<file path="src/rtl/key_debounce_encoder_pkg.sv">
// Shared types and helpers for the key debounce/encoder block.
// Holds the encoder FSM state type, the counter/code width helpers and the
// lowest-set-bit priority encoder used to pick the accepted key.
package key_debounce_pkg;

    typedef enum logic [0:0] {
        IDLE = 1'b0,
        HELD = 1'b1
    } fsm_state_t;

    // Bits needed to count from 0 up to stable_cycles inclusive.
    function automatic int counter_width(input int stable_cycles);
        return $clog2(stable_cycles + 1);
    endfunction

    // Width of a binary key index, never narrower than one bit.
    function automatic int code_width(input int num_keys);
        return (num_keys > 1) ? $clog2(num_keys) : 1;
    endfunction

    // Index of the lowest set bit; 0 when the vector is empty.
    function automatic logic [3:0] lowest_set(input logic [15:0] vec);
        logic [3:0] idx;
        idx = 4'd0;
        for (int i = 15; i >= 0; i--) begin
            if (vec[i]) begin
                idx = 4'(i);
            end
        end
        return idx;
    endfunction

endpackage

</file>
<file path="src/rtl/key_debounce_encoder_if.sv">
// Output bundle of the key debounce/encoder block.
// The encoder drives it through the master modport; display logic or any
// other consumer observes it through the slave modport.
interface key_debounce_encoder_if #(
    parameter int NUM_KEYS = 3
);

    localparam int CODE_W = key_debounce_pkg::code_width(NUM_KEYS);

    logic [NUM_KEYS-1:0] key_state;
    logic [NUM_KEYS-1:0] press_pulse;
    logic [NUM_KEYS-1:0] release_pulse;
    logic                key_event;
    logic [CODE_W-1:0]   key_code;
    logic                key_held;
    logic                multi_press;

    modport master (
        output key_state,
        output press_pulse,
        output release_pulse,
        output key_event,
        output key_code,
        output key_held,
        output multi_press
    );

    modport slave (
        input key_state,
        input press_pulse,
        input release_pulse,
        input key_event,
        input key_code,
        input key_held,
        input multi_press
    );

endinterface

</file>
<file path="src/rtl/key_debounce_encoder_debounce_channel.sv">
// One debounced key channel: two-flop synchroniser, stability counter that
// flips the debounced level only after STABLE_CYCLES consecutive cycles of
// disagreement, and registered press/release edge pulses.
module debounce_channel
    import key_debounce_pkg::*;
#(
    parameter int STABLE_CYCLES = 4
) (
    input  logic sys_clk,
    input  logic sys_rst,
    input  logic key_raw,
    output logic key_state,
    output logic press_pulse,
    output logic release_pulse
);

    localparam int               CNT_W    = counter_width(STABLE_CYCLES);
    localparam logic [CNT_W-1:0] CNT_LAST = CNT_W'(STABLE_CYCLES - 1);

    logic             sync_meta;
    logic             sync_out;
    logic             state_prev;
    logic [CNT_W-1:0] count;

    // Bring the asynchronous key level into the clock domain.
    always_ff @(posedge sys_clk or posedge sys_rst) begin
        if (sys_rst) begin
            sync_meta <= 1'b0;
            sync_out  <= 1'b0;
        end else begin
            sync_meta <= key_raw;
            sync_out  <= sync_meta;
        end
    end

    // Count consecutive disagreeing cycles; the last one flips the level.
    always_ff @(posedge sys_clk or posedge sys_rst) begin
        if (sys_rst) begin
            count     <= '0;
            key_state <= 1'b0;
        end else if (sync_out == key_state) begin
            count <= '0;
        end else if (count == CNT_LAST) begin
            count     <= '0;
            key_state <= ~key_state;
        end else begin
            count <= count + CNT_W'(1);
        end
    end

    // Edge pulses come from the debounced level versus its previous value.
    always_ff @(posedge sys_clk or posedge sys_rst) begin
        if (sys_rst) begin
            state_prev    <= 1'b0;
            press_pulse   <= 1'b0;
            release_pulse <= 1'b0;
        end else begin
            state_prev    <= key_state;
            press_pulse   <= key_state & ~state_prev;
            release_pulse <= ~key_state & state_prev;
        end
    end

endmodule

</file>
<file path="src/rtl/key_debounce_encoder.sv">
// N-key push-button front end: per-key debounce channels feeding a
// hold/priority encoder that emits one key event per accepted press.
// Optional build macro KEY_DEBOUNCE_AUTO_REPEAT_EN adds a repeat timer that
// re-fires key_event while the accepted key stays held.
module key_debounce_encoder
    import key_debounce_pkg::*;
#(
    parameter int NUM_KEYS      = 3,
    parameter int STABLE_CYCLES = 4,
    parameter int REPEAT_DELAY  = 50,
    parameter int REPEAT_PERIOD = 20
) (
    input  logic                  sys_clk,
    input  logic                  sys_rst,
    input  logic [NUM_KEYS-1:0]   key_raw,
    key_debounce_encoder_if.master bus
);

    localparam int CODE_W = code_width(NUM_KEYS);

    if (NUM_KEYS < 1 || NUM_KEYS > 16 || STABLE_CYCLES < 2 ||
        REPEAT_DELAY < 1 || REPEAT_PERIOD < 1) begin : g_bad_params
        $error("key_debounce_encoder: parameter out of range");
    end

    logic [NUM_KEYS-1:0] state_vec;
    logic [NUM_KEYS-1:0] press_vec;
    logic [NUM_KEYS-1:0] release_vec;

    for (genvar gi = 0; gi < NUM_KEYS; gi++) begin : g_chan
        debounce_channel #(
            .STABLE_CYCLES(STABLE_CYCLES)
        ) u_chan (
            .sys_clk      (sys_clk),
            .sys_rst      (sys_rst),
            .key_raw      (key_raw[gi]),
            .key_state    (state_vec[gi]),
            .press_pulse  (press_vec[gi]),
            .release_pulse(release_vec[gi])
        );
    end

    fsm_state_t          state;
    fsm_state_t          state_next;
    logic [CODE_W-1:0]   code_q;
    logic [CODE_W-1:0]   code_next;
    logic                event_q;
    logic                event_next;
    logic                multi_q;
    logic                multi_next;
    logic [3:0]          lowest_idx;
    logic [NUM_KEYS-1:0] held_mask;
    logic                held_release;
    logic                other_press;
    logic                repeat_fire;

    assign lowest_idx   = lowest_set(16'(press_vec));
    assign held_mask    = NUM_KEYS'(1) << code_q;
    assign held_release = |(release_vec & held_mask);
    assign other_press  = |(press_vec & ~held_mask);

`ifdef KEY_DEBOUNCE_AUTO_REPEAT_EN
    localparam int TMR_MAX = (REPEAT_DELAY > REPEAT_PERIOD) ? REPEAT_DELAY : REPEAT_PERIOD;
    localparam int TMR_W   = $clog2(TMR_MAX + 1);

    logic [TMR_W-1:0] timer;
    logic             repeating;

    assign repeat_fire = (state == HELD) &&
                         (repeating ? (timer == TMR_W'(REPEAT_PERIOD - 1))
                                    : (timer == TMR_W'(REPEAT_DELAY - 1)));

    // Repeat timer: first interval is the delay, later ones the period.
    always_ff @(posedge sys_clk or posedge sys_rst) begin
        if (sys_rst) begin
            timer     <= '0;
            repeating <= 1'b0;
        end else if (state != HELD || held_release) begin
            timer     <= '0;
            repeating <= 1'b0;
        end else if (repeat_fire) begin
            timer     <= '0;
            repeating <= 1'b1;
        end else begin
            timer <= timer + TMR_W'(1);
        end
    end
`else
    assign repeat_fire = 1'b0;
`endif

    // Encoder state, latched key code, event pulse and multi-press flag.
    always_ff @(posedge sys_clk or posedge sys_rst) begin
        if (sys_rst) begin
            state   <= IDLE;
            code_q  <= '0;
            event_q <= 1'b0;
            multi_q <= 1'b0;
        end else begin
            state   <= state_next;
            code_q  <= code_next;
            event_q <= event_next;
            multi_q <= multi_next;
        end
    end

    // Accept the lowest pressed key when idle; track it until it releases.
    always_comb begin
        state_next = state;
        code_next  = code_q;
        event_next = 1'b0;
        multi_next = multi_q;
        case (state)
            IDLE: begin
                if (|press_vec) begin
                    code_next  = CODE_W'(lowest_idx);
                    event_next = 1'b1;
                    multi_next = 1'b0;
                    state_next = HELD;
                end
            end
            HELD: begin
                if (held_release) begin
                    multi_next = 1'b0;
                    state_next = IDLE;
                end else begin
                    if (other_press) begin
                        multi_next = 1'b1;
                    end
                    if (repeat_fire) begin
                        event_next = 1'b1;
                    end
                end
            end
            default: begin
                state_next = IDLE;
            end
        endcase
    end

    assign bus.key_state     = state_vec;
    assign bus.press_pulse   = press_vec;
    assign bus.release_pulse = release_vec;
    assign bus.key_event     = event_q;
    assign bus.key_code      = code_q;
    assign bus.key_held      = (state == HELD);
    assign bus.multi_press   = multi_q;

endmodule
</file>
<file path="src/flat_wrapper.sv">
// flat-port wrapper written by rule: the top's interface ports become plain ports
module key_debounce_encoder_flat import key_debounce_pkg::*;
#(
    parameter int NUM_KEYS      = 3,
    parameter int STABLE_CYCLES = 4,
    parameter int REPEAT_DELAY  = 50,
    parameter int REPEAT_PERIOD = 20
)
  (sys_clk, sys_rst, key_raw, bus_key_state, bus_press_pulse, bus_release_pulse, bus_key_event, bus_key_code, bus_key_held, bus_multi_press);
  key_debounce_encoder_if #(.NUM_KEYS(NUM_KEYS)) bus_i ();
  input  logic sys_clk;
  input  logic sys_rst;
  input  logic [NUM_KEYS-1:0] key_raw;
  output wire logic [$bits(bus_i.key_state)-1:0] bus_key_state;
  output wire logic [$bits(bus_i.press_pulse)-1:0] bus_press_pulse;
  output wire logic [$bits(bus_i.release_pulse)-1:0] bus_release_pulse;
  output wire logic [$bits(bus_i.key_event)-1:0] bus_key_event;
  output wire logic [$bits(bus_i.key_code)-1:0] bus_key_code;
  output wire logic [$bits(bus_i.key_held)-1:0] bus_key_held;
  output wire logic [$bits(bus_i.multi_press)-1:0] bus_multi_press;
  assign bus_key_state = bus_i.key_state;
  assign bus_press_pulse = bus_i.press_pulse;
  assign bus_release_pulse = bus_i.release_pulse;
  assign bus_key_event = bus_i.key_event;
  assign bus_key_code = bus_i.key_code;
  assign bus_key_held = bus_i.key_held;
  assign bus_multi_press = bus_i.multi_press;
  key_debounce_encoder #(.NUM_KEYS(NUM_KEYS), .STABLE_CYCLES(STABLE_CYCLES), .REPEAT_DELAY(REPEAT_DELAY), .REPEAT_PERIOD(REPEAT_PERIOD)) u_core (.sys_clk(sys_clk), .sys_rst(sys_rst), .key_raw(key_raw), .bus(bus_i));
endmodule
</file>
<file path="config.mk">
export PLATFORM = sky130hd
export DESIGN_NAME = key_debounce_encoder_flat
export DESIGN_NICKNAME = d
export VERILOG_FILES = /design/src/rtl/key_debounce_encoder_pkg.sv /design/src/rtl/key_debounce_encoder_if.sv /design/src/rtl/key_debounce_encoder_debounce_channel.sv /design/src/rtl/key_debounce_encoder.sv /design/src/flat_wrapper.sv
export SDC_FILE = /design/constraint.sdc
export NUM_CORES = 1
export LEC_CHECK = 0
export CORE_MARGIN = 2
export CORE_UTILIZATION = 45
export CTS_CLUSTER_DIAMETER = 100
export DETAILED_ROUTE_END_ITERATION = 16
export PLACE_DENSITY = 0.72
export SLEW_MARGIN = 25
export SYNTH_ARGS = -nofsm -noshare
export SYNTH_HDL_FRONTEND = slang
export SYNTH_HIERARCHICAL = 1
export SYNTH_SLANG_ARGS = --single-unit
</file>
<file path="constraint.sdc">
create_clock -name sys_clk -period 1.1 [get_ports sys_clk]
set_clock_uncertainty 0.05 [all_clocks]
set_input_delay 0.22 -clock sys_clk [delete_from_list [all_inputs] [get_ports sys_clk]]
set_output_delay 0.22 -clock sys_clk [all_outputs]
set_load 0.02 [all_outputs]
</file>
==> results.json, run 1 <==
{
  "syn-instance-count": 83,
  "post_synth_num_cell_types": 22,
  "clockBufferDepth": 2,
  "final_estimated_routing_congestion_in_global_placement": 0.7018,
  "status": "finished with violations",
  "post_route_minimum_period_ns": 1.190,
  "grt_first_pass_wirelength_um": 3801,
  "synth.cell_area_mm2": 0.001194,
  "synth_compound_gate_area_share": 0.03564,
  "antenna-diode-count": 0,
  "fmaxAchievable_ghz": 0.8400,
  "final.fill_count": 185,
  "finalCritPeriodShare": 1.082,
  "cts.sink_count": 32,
  "via_count_of_the_first_global_routing_pass": 861,
  "antenna_violations_before_repair": 0,
  "via_per_inst": 4.981,
  "syn_nets": 91,
  "cellPowerDensity_mw_per_mm2": 2951,
  "placementRows": 18,
  "tritoncts.num_buffers": 5,
  "worstSetupPathType": "register to register",
  "number_of_flip_flops_and_latches_in_the_synthesized_netlist": 32,
  "post-route-cell-area_mm2": 0.001777,
  "simple_gate_share_of_the_synthesized_area": 0.1824,
  "cp_data_arrival_time_ns": 1.35,
  "report.final.hold_viol_count": 0,
  "swShare": 0.3467,
  "totalWireLength_um": 2221,
  "post_synth_top_cells": "sky130_fd_sc_hd__dfrtp_1, sky130_fd_sc_hd__nor2_1, sky130_fd_sc_hd__inv_1, sky130_fd_sc_hd__nor2b_1, sky130_fd_sc_hd__nor3_1",
  "gr-usage-all-layers": 0.1675,
  "placeableCoreArea_mm2": 0.002500,
  "synth_async_sr_flop_share": 1.000,
  "num-nets-final": 136,
  "postPlaceCellArea_mm2": 0.001580,
  "ys_warn_count": 6,
  "drc": 0,
  "end_kind": "register",
  "clock-root-buffer": "sky130_fd_sc_hd__clkbuf_4",
  "postCtsHoldBufs": 0,
  "grt_start_max_net_pins": 10,
  "violations_in_the_final_reports": "setup timing",
  "cp-start-kind": "register",
  "cell_internal_pwr_w": 0.003426,
  "synthToLayoutAreaGrowth_pct": 48.85,
  "peakVddDrop_mv": 2.144,
  "routed_length_per_placed_instance_um": 13.97,
  "combinationalPowerShare": 0.518,
  "cts.htree.levels": 2,
  "report.final.slew_viol_count": 0,
  "initial_core_util": 0.4775,
  "critical_path.reg2reg.endpoint": "u_core/bus.key_held",
  "clock_insertion_delay_worst_skew_ns": 0.32,
  "drt-pass1-iter-count": 4,
  "post_route_cells_drive_above_1_share": 0.5116,
  "multi_input_area_um2": 493.0,
  "synth.mux.area_fraction": 0.04507,
  "synth.most_common_cell": "sky130_fd_sc_hd__dfrtp_1",
  "total_leakage_power_nw": 0.8376,
  "yosysSeqAreaShare": 0.6709,
  "synth-main-ff-cell": "sky130_fd_sc_hd__dfrtp_1",
  "clk_transition_reported_paths_ns": 0.09,
  "tritoncts_clock_tree": "built",
  "combinational_family_with_the_most_area_after_synthesis": "simple AND/OR/NAND/NOR gates",
  "postLayoutSetupSlackWorst_ns": -0.09045,
  "timing_worst_slew_pin_value_ns": 0.3657,
  "synth-xor-area-share": 0.02201,
  "synth_adder_area_share": 0.03145,
  "rr_worst_depth": 4,
  "synthesis.area_per_instance_um2": 14.38,
  "drv.max_cap_violation_count": 0,
  "slew_headroom": 0.7559,
  "worstHoldPathType": "input port to asynchronous set/reset pin",
  "detail-route-antenna-nets": 0,
  "timing.reg2reg.setup_slack_ns": -0.09,
  "critical_path.max_fanout": 5,
  "p_sw_w": 0.001818,
  "synth_top_cell_area_share": 0.6709,
  "design.portCount": 19,
  "sequential_cell_area_um2": 804.5,
  "floorplan.die.width_um": 55.50,
  "worst-endpoint-required_ns": 1.26,
  "dpl.hpwl_um": 1627,
  "pwr-share-seq": 0.352,
  "detailedRoute.firstIterationViolations": 4,
  "place.port_buffers": 18,
  "grt_setup_unrepaired": "true",
  "die_area_mm2": 0.003080,
  "fp.dieH_um": 55.50,
  "fin_util": 0.7107,
  "yosys.area.top_type": "sky130_fd_sc_hd__dfrtp_1",
  "grt-ovfl-total": 0,
  "clock_power_share": 0.130,
  "via_count": 792,
  "synth-edff-count": 0,
  "setup_viol_count_final": 20,
  "yosys-top-cells-area": "sky130_fd_sc_hd__dfrtp_1, sky130_fd_sc_hd__nor2b_4, sky130_fd_sc_hd__ha_1",
  "worst_r2r_startpoint": "u_core/bus.key_code[0]"
}
==> flip-flops by register name, summed over array words and instances, names as in the netlist <==
name and flops:
u_core/g_chan.u_chan/press_pulse 3, u_core/g_chan.u_chan/key_state 3, u_core/bus.multi_press 1, u_core/g_chan.u_chan/sync_out 3, u_core/g_chan.u_chan/release_pulse 3, u_core/g_chan.u_chan/state_prev 3
u_core/g_chan.u_chan/count 9, u_core/bus.key_code 2, u_core/bus.key_held 1, u_core/g_chan.u_chan/sync_meta 3, u_core/bus.key_event 1
==> timing repair <==
item	in CTS	in global routing
setup endpoints to repair	26	28
pin swaps	4	6
gates resized for setup	90	13
setup buffers	0	2
==> worst max-delay path by stage <==
stage / startpoint / slack, ns / endpoint
6_report: u_core/bus.key_code[0] / -0.09 / u_core/bus.key_held
4_1_cts: u_core/bus.key_code[0] / -0.14 / u_core/bus.key_held
3_3_place_gp: u_core/g_chan[1].u_chan/press_pulse / -0.11 / bus_press_pulse[1]
2_1_floorplan: u_core/g_chan[0].u_chan/count[0] / -0.02 / u_core/g_chan[0].u_chan/key_state
5_1_grt: u_core/bus.key_code[0] / -0.17 / u_core/bus.key_held
3_5_place_dp: u_core/bus.key_code[0] / -0.16 / u_core/bus.key_held
==> placed cells by master, fill, tap and decap left out, drive strengths merged, types with 2 or more instances in the layout <==
cell and n:
ha 3, nor2 5, o21ai 2, clkbuf 8, buf 34, dfrtp 32, mux2i 2, nand2 2
nor2b 7, inv 4, mux2 3, nor3 4, clkdlybuf4s50 4, nor3b 6, xnor2 3, and2b 3
==> per-layer routing <==
metal	track usage	routed length, um	vias to the layer above
met4	0.08711	58	0
met1	0.1854	884	394
met3	0.07026	117	7
met5	0	0	-
met2	0.2738	1160	19
li1	-	-	372
==> cell type report <==
type / count / share of cell area
Timing Repair Buffer: 38 / 0.2070
Multi-Input combinational cell: 47 / 0.2775
Clock buffer: 8 / 0.03310
Tap cell: 30 / 0.02113
Inverter: 4 / 0.008451
Sequential cell: 32 / 0.4528
==> cell families after synthesis <==
family / Yosys count
buffers and inverters: 4
DFF: 32
xor gates and xnor gates: 3
and+or+nand+nor: 30
AOI/OAI and AO/OA: 6
muxes: 5
adders and majority gates: 3
==> power by group through the flow <==
stage | combinational [W] | clock (W) | sequential [W]
floorplan | 0.000772 | 0 | 0.00223
global placement | 0.00225 | 0 | 0.00179
detailed placement | 0.00233 | 0 | 0.00181
CTS | 0.00250 | 0.000720 | 0.00184
global route | 0.00293 | 0.000758 | 0.00190
finish | 0.00272 | 0.000680 | 0.00185
==> critical path: stages (launching register included) <==
cell,delay (ns)
sky130_fd_sc_hd__dfrtp_2,0.42
sky130_fd_sc_hd__buf_6,0.13
sky130_fd_sc_hd__mux2i_1,0.12
sky130_fd_sc_hd__o211ai_1,0.24
sky130_fd_sc_hd__o21ai_1,0.11
==> through the flow <==
stage | hold slack [ns] | setup TNS, ns | instances | total power [W] | setup slack, ns
floorplan | -0.05155 | -0.07765 | 83 | 0.003007 | -0.02491
global placement | 0.2861 | -1.632 | 149 | 0.004042 | -0.1075
detailed placement | 0.2886 | -1.896 | 149 | 0.004144 | -0.1591
CTS | 0.1232 | -1.358 | 157 | 0.005059 | -0.1390
global route | 0.1609 | -2.147 | 159 | 0.005589 | -0.1722
finish | 0.1343 | -0.9427 | 159 | 0.005244 | -0.09045
Power figures use the tool's default switching activity.
==> run 2: changes to the inputs <==
--- a/config.mk
+++ b/config.mk
@@ -10,6 +10,7 @@
 export CTS_CLUSTER_DIAMETER = 100
 export DETAILED_ROUTE_END_ITERATION = 16
 export PLACE_DENSITY = 0.72
+export SKIP_LAST_GASP = 1
 export SLEW_MARGIN = 25
 export SYNTH_ARGS = -nofsm -noshare
 export SYNTH_HDL_FRONTEND = slang
==> results.json, run 2 (synthesized netlist as in run 1, its figures left out) <==
{
  "status": "finished with violations",
  "violations_in_the_final_reports": "setup timing",
  "detail-route-antenna-nets": 0,
  "grt_setup_unrepaired": "true",
  "layout_common_cells": "sky130_fd_sc_hd__dfrtp_1, sky130_fd_sc_hd__buf_6, sky130_fd_sc_hd__buf_4",
  "total_leakage_power_nw": 0.8373,
  "dpl.hpwl_um": 1627,
  "postLayoutSetupSlackWorst_ns": -0.09384,
  "worstPathBufferInverterCount": 1,
  "dpl_worst_slack_ns": -0.1591,
  "largest_register_ffs": 9,
  "number_of_placed_cells_counting_well_taps": 149,
  "via_count": 798,
  "drt-pass1-iter-count": 3,
  "end_kind": "register",
  "die_area_mm2": 0.003080,
  "peakVddDrop_mv": 2.068,
  "gr-usage-all-layers": 0.1659,
  "critical_path.max_fanout": 5,
  "max_flop_register": "u_core/g_chan.u_chan/count",
  "crit_chain": "buf_6 > mux2i_1 > o211ai_1 > o21ai_1",
  "whs_ns": 0.1346,
  "grt_util_met3": 0.07026,
  "num-nets-final": 137,
  "slowest_stage": "sky130_fd_sc_hd__dfrtp_2",
  "antenna-diode-count": 0,
  "globalRouteMet1Util": 0.1882,
  "drv.max_cap_violation_count": 0,
  "detailedRoute.firstIterationViolations": 4,
  "worst-endpoint-required_ns": 1.26,
  "clock-root-buffer": "sky130_fd_sc_hd__clkbuf_4",
  "antenna_violations_before_repair": 0,
  "global_route.peak_usage_layer": "met2",
  "design.portCount": 19,
  "routed_length_per_placed_instance_um": 14.23,
  "critical-path-top-delay-family": "flip-flops",
  "grt_start_max_net_pins": 10,
  "fp.dieH_um": 55.50,
  "initial_core_util": 0.4775,
  "placementRows": 18,
  "total_power_w": 0.005237,
  "final.fill_count": 188,
  "postPlaceCellArea_mm2": 0.001580,
  "slew_headroom": 0.7552,
  "worstSetupPathType": "register to register",
  "most_common_library_cell_in_the_layout_ignoring_fill_and_taps": "sky130_fd_sc_hd__dfrtp_1",
  "cts.htree.levels": 2,
  "grt_util_met2": 0.2653,
  "post-route-cell-area_mm2": 0.001770,
  "tritoncts.num_buffers": 5,
  "cts.sink_count": 32,
  "worst_path_largest_cell_delay_ns": 0.42,
  "finalCritPeriodShare": 1.085,
  "tritoncts_clock_tree": "built",
  "grt-ovfl-total": 0,
  "clk_transition_reported_paths_ns": 0.09,
  "grt_first_pass_wirelength_um": 3767,
  "report.final.slew_viol_count": 0,
  "synthToLayoutAreaGrowth_pct": 48.32,
  "post_route_minimum_period_ns": 1.194,
  "via_count_of_the_first_global_routing_pass": 847,
  "cp-start-kind": "register",
  "fmaxAchievable_ghz": 0.8376,
  "report.final.hold_viol_count": 0,
  "layoutNonFillerInstCount": 160,
  "timing_worst_slew_pin_value_ns": 0.3668,
  "via_per_inst": 4.988,
  "clockBufferDepth": 2,
  "clock_insertion_delay_worst_skew_ns": 0.32,
  "cp_data_arrival_time_ns": 1.35,
  "placeableCoreArea_mm2": 0.002500,
  "worstHoldPathType": "input port to asynchronous set/reset pin",
  "cellPowerDensity_mw_per_mm2": 2958,
  "final_estimated_routing_congestion_in_global_placement": 0.7018,
  "post_route_cells_drive_above_1_share": 0.5000,
  "totalWireLength_um": 2277,
  "place.port_buffers": 18,
  "setup_viol_count_final": 22,
  "drc": 0,
  "floorplan.die.width_um": 55.50
}
## run 2: changes by cell type in the layout (fill, tap and decap cells not counted), sizes merged
| cell | previous run | this run |
|---|---|---|
| buf | 34 | 35 |
## run 2: path summary, 6_finish.rpt
check / start / endpoint / slack [ns] / cells past startpoint
max: u_core/bus.key_code[0] / u_core/bus.key_held / -0.09 / 4
min: sys_rst / u_core/bus.key_code[1] / 0.13 / 2
max reg2reg: u_core/bus.key_code[0] / u_core/bus.key_held / -0.09 / 4
min reg2reg: u_core/g_chan[1].u_chan/sync_meta / u_core/g_chan[1].u_chan/sync_out / 0.31 / 0
max in group asynchronous: sys_rst / u_core/g_chan[0].u_chan/press_pulse / 0.52 / 2
min in group sys_clk: key_raw[1] / u_core/g_chan[1].u_chan/sync_meta / 0.28 / 1
## run 2: per-layer routing
layer  routed length [um]  part of all wire  vias to the layer above
li1                     -                 -                      374
met1                  869              0.38                      398
met2                 1232              0.54                       19
met3                  117             0.051                        7
met4                   58             0.025                        0
met5                    0                 0                        -
## run 2: where the power goes
part | switching [W] | internal (W) | leakage [nW] | total [W]
Combinational | 0.00119 | 0.00151 | 0.408 | 0.00271
Clock | 0.000366 | 0.000315 | 0.0326 | 0.000681
Sequential | 0.000261 | 0.00159 | 0.397 | 0.00185
## run 2: final cells by class
class | count | area (um^2) | share of cell area
clock buffer | 8 | 58.81 | 0.03322
inverter | 4 | 15.01 | 0.008481
tap | 30 | 37.54 | 0.02120
timing repair buffer | 39 | 371.6 | 0.2099
multi-input combinational | 47 | 483.0 | 0.2728
sequential | 32 | 804.5 | 0.4544
## run 2: timing repair
item,CTS,global route
setup buffers,0,3
pin swaps,4,6
hold buffers,0,0
endpoints found under the setup margin,26,28
resized for setup,87,13
gates cloned,0,0
## run 2: per-stage QoR
step	util	TNS (ns)
finish	0.7082	-1.027
global route	0.7082	-2.313
CTS	0.6707	-1.375
detailed placement	0.6321	-1.896
global placement	0.6321	-1.632
floorplan	-	-0.07765
